$ cat config.mk
export PLATFORM = sky130hd
export DESIGN_NAME = if_fetch_queue
export DESIGN_NICKNAME = d
export VERILOG_FILES = /design/src/rtl/if_pkg.sv /design/src/rtl/if_fifo.sv /design/src/rtl/if_fetch_queue.sv
export SDC_FILE = /design/constraint.sdc
export NUM_CORES = 1
export LEC_CHECK = 0
export BUFFER_PORTS_ARGS = -buffer_cell sky130_fd_sc_hd__buf_2
export CAP_MARGIN = 20
export CORE_ASPECT_RATIO = 0.7
export CORE_MARGIN = 1
export CORE_UTILIZATION = 55
export CTS_CLUSTER_SIZE = 10
export DETAILED_ROUTE_END_ITERATION = 16
export GPL_TIMING_DRIVEN = 0
export PLACE_DENSITY_LB_ADDON = 0.05
export SLEW_MARGIN = 25
export SYNTH_ARGS = -nofsm -noshare
export SYNTH_HDL_FRONTEND = slang
export SYNTH_HIERARCHICAL = 1
export SYNTH_SLANG_ARGS = --single-unit
$ cat constraint.sdc
create_clock -name clk -period 6.3 [get_ports clk]
set_clock_uncertainty 0.2 [all_clocks]
set_input_delay 1.26 -clock clk [delete_from_list [all_inputs] [get_ports clk]]
set_output_delay 1.26 -clock clk [all_outputs]
set_load 0.01 [all_outputs]
$ cat src/rtl/if_pkg.sv
// Shared types and constants for the instruction fetch queue.
package if_pkg;

  typedef enum logic {
    FETCH = 1'b0,
    DRAIN = 1'b1
  } if_state_e;

  localparam logic [31:0] IF_NOP           = 32'h0000_0013;
  localparam int          IF_DEPTH_DEFAULT = 2;

endpackage

$ cat src/rtl/if_fifo.sv
// Power-of-two FIFO with synchronous clear and asynchronous active-high reset.
module if_fifo #(
  parameter int W     = 32,
  parameter int DEPTH = 2
) (
  input  logic                       clk,
  input  logic                       rst,
  input  logic                       clr_i,
  input  logic                       push_i,
  input  logic [W-1:0]               din_i,
  input  logic                       pop_i,
  output logic [W-1:0]               dout_o,
  output logic [$clog2(DEPTH+1)-1:0] count_o
);

  localparam int AW = $clog2(DEPTH);
  localparam int CW = $clog2(DEPTH+1);

  logic [W-1:0]  mem_q [DEPTH];
  logic [AW-1:0] rd_q, wr_q;
  logic [CW-1:0] cnt_q;
  logic          do_push, do_pop;

  // A push into a full FIFO is only taken when a pop frees the slot on the same edge.
  assign do_pop  = pop_i && (cnt_q != '0);
  assign do_push = push_i && ((cnt_q != CW'(DEPTH)) || do_pop);

  always_ff @(posedge clk or posedge rst) begin
    if (rst) begin
      rd_q  <= '0;
      wr_q  <= '0;
      cnt_q <= '0;
    end else if (clr_i) begin
      rd_q  <= '0;
      wr_q  <= '0;
      cnt_q <= '0;
    end else begin
      if (do_push) wr_q <= wr_q + AW'(1);
      if (do_pop)  rd_q <= rd_q + AW'(1);
      cnt_q <= cnt_q + CW'(do_push) - CW'(do_pop);
    end
  end

  always_ff @(posedge clk) begin
    if (do_push) mem_q[wr_q] <= din_i;
  end

  assign dout_o  = mem_q[rd_q];
  assign count_o = cnt_q;

endmodule

$ cat src/rtl/if_fetch_queue.sv
// Instruction fetch front end: issues PC requests, queues {pc,instr}, flushes on redirect.
// Optional IF_FETCH_QUEUE_BYPASS_EN forwards a response directly when the queue is empty.
//
// state | meaning
// FETCH | requests issued while queue+inflight has room; responses enqueued
// DRAIN | responses to requests issued before a redirect are dropped
module if_fetch_queue
  import if_pkg::*;
#(
  parameter int N     = 32,
  parameter int DEPTH = IF_DEPTH_DEFAULT
) (
  input  logic         clk,
  input  logic         rst,
  input  logic [N-1:0] pc,
  output logic         pc_en,
  input  logic         redirect,
  output logic         imem_req_valid,
  input  logic         imem_req_ready,
  output logic [N-1:0] imem_req_addr,
  input  logic         imem_rsp_valid,
  input  logic [N-1:0] imem_rsp_data,
  output logic         out_valid,
  input  logic         out_ready,
  output logic [N-1:0] out_instr,
  output logic [N-1:0] out_pc
);

  localparam int            CW  = $clog2(DEPTH+1);
  localparam logic [CW-1:0] ONE = CW'(1);

  if_state_e       state_q, state_d;
  logic [CW-1:0]   inflight_q, inflight_d;
  logic [CW-1:0]   discard_q, discard_d;

  logic [CW-1:0]   iq_count, tq_count;
  logic [CW:0]     used;
  logic [N-1:0]    tq_head;
  logic [2*N-1:0]  iq_head, head;
  logic            iq_empty, iq_push, iq_pop;
  logic            req_fire, rsp_ok, rsp_keep, bypass;

  assign used     = {1'b0, iq_count} + {1'b0, inflight_q};
  assign iq_empty = (iq_count == '0);

  assign imem_req_addr  = pc;
  assign imem_req_valid = !rst && (state_q == FETCH) && !redirect && (used < (CW+1)'(DEPTH));
  assign req_fire       = imem_req_valid && imem_req_ready;
  assign pc_en          = req_fire;

  // A response with nothing outstanding is illegal and has no effect.
  assign rsp_ok   = imem_rsp_valid && (inflight_q != '0);
  assign rsp_keep = rsp_ok && (state_q == FETCH) && !redirect && (tq_count != '0);

`ifdef IF_FETCH_QUEUE_BYPASS_EN
  assign bypass = rsp_keep && iq_empty && out_ready;
`else
  assign bypass = 1'b0;
`endif

  assign iq_push = rsp_keep && !bypass;
  assign iq_pop  = !iq_empty && out_ready;

  assign head      = bypass ? {tq_head, imem_rsp_data} : iq_head;
  assign out_valid = !iq_empty || bypass;
  assign out_pc    = out_valid ? head[2*N-1:N] : '0;
  assign out_instr = out_valid ? head[N-1:0]   : '0;

  if_fifo #(.W(N), .DEPTH(DEPTH)) u_tag_q (
    .clk     (clk),
    .rst     (rst),
    .clr_i   (redirect),
    .push_i  (req_fire),
    .din_i   (pc),
    .pop_i   (rsp_keep),
    .dout_o  (tq_head),
    .count_o (tq_count)
  );

  if_fifo #(.W(2*N), .DEPTH(DEPTH)) u_instr_q (
    .clk     (clk),
    .rst     (rst),
    .clr_i   (redirect),
    .push_i  (iq_push),
    .din_i   ({tq_head, imem_rsp_data}),
    .pop_i   (iq_pop),
    .dout_o  (iq_head),
    .count_o (iq_count)
  );

  always_comb begin
    state_d    = state_q;
    inflight_d = inflight_q;
    discard_d  = discard_q;
    if (req_fire) inflight_d = inflight_d + ONE;
    if (rsp_ok)   inflight_d = inflight_d - ONE;
    if (redirect) begin
      // Everything still outstanding after this edge belongs to the old path.
      discard_d = inflight_d;
      state_d   = (inflight_d != '0) ? DRAIN : FETCH;
    end else if ((state_q == DRAIN) && rsp_ok) begin
      discard_d = discard_q - ONE;
      if (discard_q == ONE) state_d = FETCH;
    end
  end

  always_ff @(posedge clk or posedge rst) begin
    if (rst) begin
      state_q    <= FETCH;
      inflight_q <= '0;
      discard_q  <= '0;
    end else begin
      state_q    <= state_d;
      inflight_q <= inflight_d;
      discard_q  <= discard_d;
    end
  end

endmodule

==> summary.md <==
| Metric | Value |
|---|---|
| Outcome | finished, final reports clean |
| Pin count of the biggest net entering global routing | 21 |
| Setup crit start kind | input port |
| R2R setup slack | 2840 ps |
| Peak supply drop | 239 uV |
| Vias after detailed routing | 4525 |
| Port buffer count | 168 |
| Mapped cell area | 0.00850 mm^2 |
| FFs w/ async S/R, synth | 6.34% |
| Worst-Margin Slew | 628 ps |
| Synth Area in XOR/XNOR | 1.22% |
| Drt first pass iters | 4 |
| Max-capacitance violation count | 0 |
| Layout cells sized above 1 | 51.8% |
| Worst setup slack after layout | 2630 ps |
| Placed inst area | 0.00984 mm^2 |
| Vias in the first global route | 4618 |
| Comb pwr share | 6.2% |
| Iteration-0 DRC Markers | 231 |
| Synth cell types | 34 |
| Clk_lat worst skew | 500 ps |
| Final Hold Fails | 0 |
| Sequential group share of total power | 52.8% |
| Crit-path cells | buf_2, buf_6, nor3_2, and3_1, buf_6, buf_2 |
| Post-synthesis cell count | 488 |
| Initial antenna violation count | 0 |
| CTS H-tree lvls | 1 |
| R2R Path End | u_instr_q/mem_q[1][39] |
| Internal power | 2.32 mW |
| Family with the most delay on the worst path | buffers and inverters |
| Critical Path End Type | output pin |
| Post CTS Setup Buffer Count | 0 |
| Post-synthesis adder-cell area fraction | 1.12% |
| Synth Area in Simple Gates | 6.55% |
| Final hold slack | 358 ps |
| Register area share after synthesis | 71.7% |
| Initial Util | 57.0% |
| Max-slew violation count | 0 |
| WS Path Type | in -> out |
| Pre-CTS setup slack | 2280 ps |
| Worst path bufs/invs | 4 |
| CTS tree | built |
| Max FO, Critical Path | 11 |
| Pleak | 4.14 nW |
| Cells after DPL | 859 |
| GP Congestion | 0.726 |
| Number of synthesized flops with an enable pin | 192 |
| Total wire length | 15400 um |
| Commonest non-fill, non-tap cells in the layout | 192 x edfxtp_1, 175 x buf_2, 96 x mux2_2 |
| Worst R2R Start | inflight_q[0] |
| Worst EP arrival | 2210 ps |
| Antenna viol nets, final | 0 |
| Gr usage total | 19.6% |
| FF-to-FF path depth | 9 |
| Hold Crit Start | u_tag_q/mem_q[0][16] |
| Final min period | 3670 ps |
| X dimension of the die | 151 um |
| Core region area | 0.0149 mm^2 |
| Cell taking the most area after synthesis | edfxtp_1 |
| Clock network power share | 40.9% |
| Final core utilization | 70.5% |
| Rows | 37 |
| CP required | 4840 ps |
| GRT overflow | 0 |
| First-pass GRT wire length | 23600 um |
| CTS buffer count | 24 |
| Synth Register Bits | 205 |
| Final instance area | 0.0105 mm^2 |
| Area share of the largest cell type after synthesis | 67.8% |
| Die Ht | 106 um |
| Layout area overhead | 23.6% |
| Syn_area_per_cell | 17.4 um^2 |
| Final setup fails | 0 |
| Syn_nets | 565 |
| Final net count | 767 |
| Layout filler cell count | 984 |
| # diodes | 0 |
| Slowest cell delay on critical path | 190 ps |
| DR WL/cell | 17.2 um |
| Vias per cell | 5.06 |
| Die footprint | 0.0160 mm^2 |
| Clock sink total | 205 |
| Share of synthesized area spent on multiplexers | 13.3% |
| Worst hold path type | reg -> reg |
| I/O pins | 169 |
| Compound-Gate Fraction of Synth Area | 1.03% |
| Ys Warns | 6 |
| Commonest non-fill, non-tap cell in the layout | edfxtp_1 |
| Slowest CP cell | and3_1 |
| RSZ-0062 raised after global routing | false |
| Max Fclk | 0.272 GHz |
| CTS resizes | 0 |
| CTS Hold Buffers Added | 0 |
| Root Driver | clkbuf_16 |
| Tcrit/Tclk final | 58.3% |
| Drt drc | 0 |
| Placed wire-length estimate | 10500 um |
| Switching share of power | 20.2% |
| Clock slew at reported path FFs | 50 ps |
| Crit path depth | 6 |
| Pwr dens | 277 mW/mm^2 |
| Synth top area cells | edfxtp_1 68%, mux2_2 13%, and2_1 4.9% |
| Largest family of logic cells by synthesized area | multiplexers |
| Post-Layout Cell Count | 894 |
| CP Launch Point | redirect |
| Clock Tree Buf Depth | 3 |
| Synth Flop Type | edfxtp_1 |
| Net Switching | 0.586 mW |
| Slew headroom | 58.0% |
| Capture point of the critical path | pc_en |
==> cells by family after synthesis <==
group,Yosys count
adder cells (fa/ha/maj),7
XOR/XNOR,11
flip-flops,205
multiplexers,100
AO/OA/AOI/OAI,8
buffers and inverters,64
AND/OR/NAND/NOR,93
==> metrics by stage <==
step,setup TNS (ps),power (mW)
after floorplan,0,1.67
after global routing,0,3.01
final,0,2.91
after detailed placement,0,1.75
after global placement,-200010,1.73
after CTS,0,2.94
==> worst min path at each step <==
stage | endpoint | depth (start not counted)
global placement | discard_q[1] | 2
floorplan | discard_q[1] | 2
finish | u_instr_q/mem_q[1][48] | 1
CTS | u_instr_q/mem_q[0][47] | 1
detailed placement | u_instr_q/mem_q[1][43] | 1
global route | u_instr_q/mem_q[1][48] | 1
==> worst reg2reg max path, stage by stage (launching register included) <==
cell     delay [ps]
dfrtp_1         460
inv_1            70
ha_1            230
and2b_1         310
nor4b_2         570
o31ai_4         240
nor2_4          470
buf_16          240
buf_16          180
buf_16          170
==> final cells by class <==
cell class                 instances  area [um^2]  area share [%]
timing repair buffer             176         1060            10.1
clock inverter                     1         7.51          0.0715
buffer                            52          388            3.69
tap                              195          244            2.32
multi-input combinational        219         2010            19.1
clock buffer                      34          659            6.28
sequential                       205         6090            58.0
inverter                          12         45.0           0.429
==> per-layer routing <==
| layer | vias up | GRT usage (%) | wire [um] |
|---|---|---|---|
| li1 | 2157 | - | - |
| met1 | 2222 | 25.2 | 6580 |
| met2 | 126 | 33.6 | 7550 |
| met3 | 20 | 4.94 | 1020 |
| met4 | 0 | 4.29 | 248 |
| met5 | - | 0 | 0 |
==> cells in the mapped netlist, drive strengths merged, types with 2 or more instances <==
library cell,instances
edfxtp,192
mux2,98
and2,67
buf,50
nor2,14
dfrtp,13
inv,12
xnor2,7
ha,6
xor2,4
nor2b,3
clkbuf,2
mux2i,2
nand3b,2
o21a,2
o31ai,2
==> flip-flops by register name (all words and copies together) (netlist names) <==
signal             count
discard_q              2
u_tag_q/wr_q           1
u_instr_q/count_o      2
u_instr_q/rd_q         1
u_tag_q/count_o        2
inflight_q             2
u_tag_q/mem_q         64
u_instr_q/mem_q      128
u_tag_q/rd_q           1
state_q                1
u_instr_q/wr_q         1
==> power by group through the flow <==
| stage | logic, mW | registers, mW | clock network, mW |
|---|---|---|---|
| global placement | 0.169 | 1.56 | 0 |
| floorplan | 0.116 | 1.56 | 0 |
| detailed placement | 0.184 | 1.56 | 0 |
| CTS | 0.184 | 1.54 | 1.22 |
| global route | 0.205 | 1.54 | 1.27 |
| finish | 0.182 | 1.54 | 1.19 |
No activity file was read; power rests on OpenSTA's default activity.
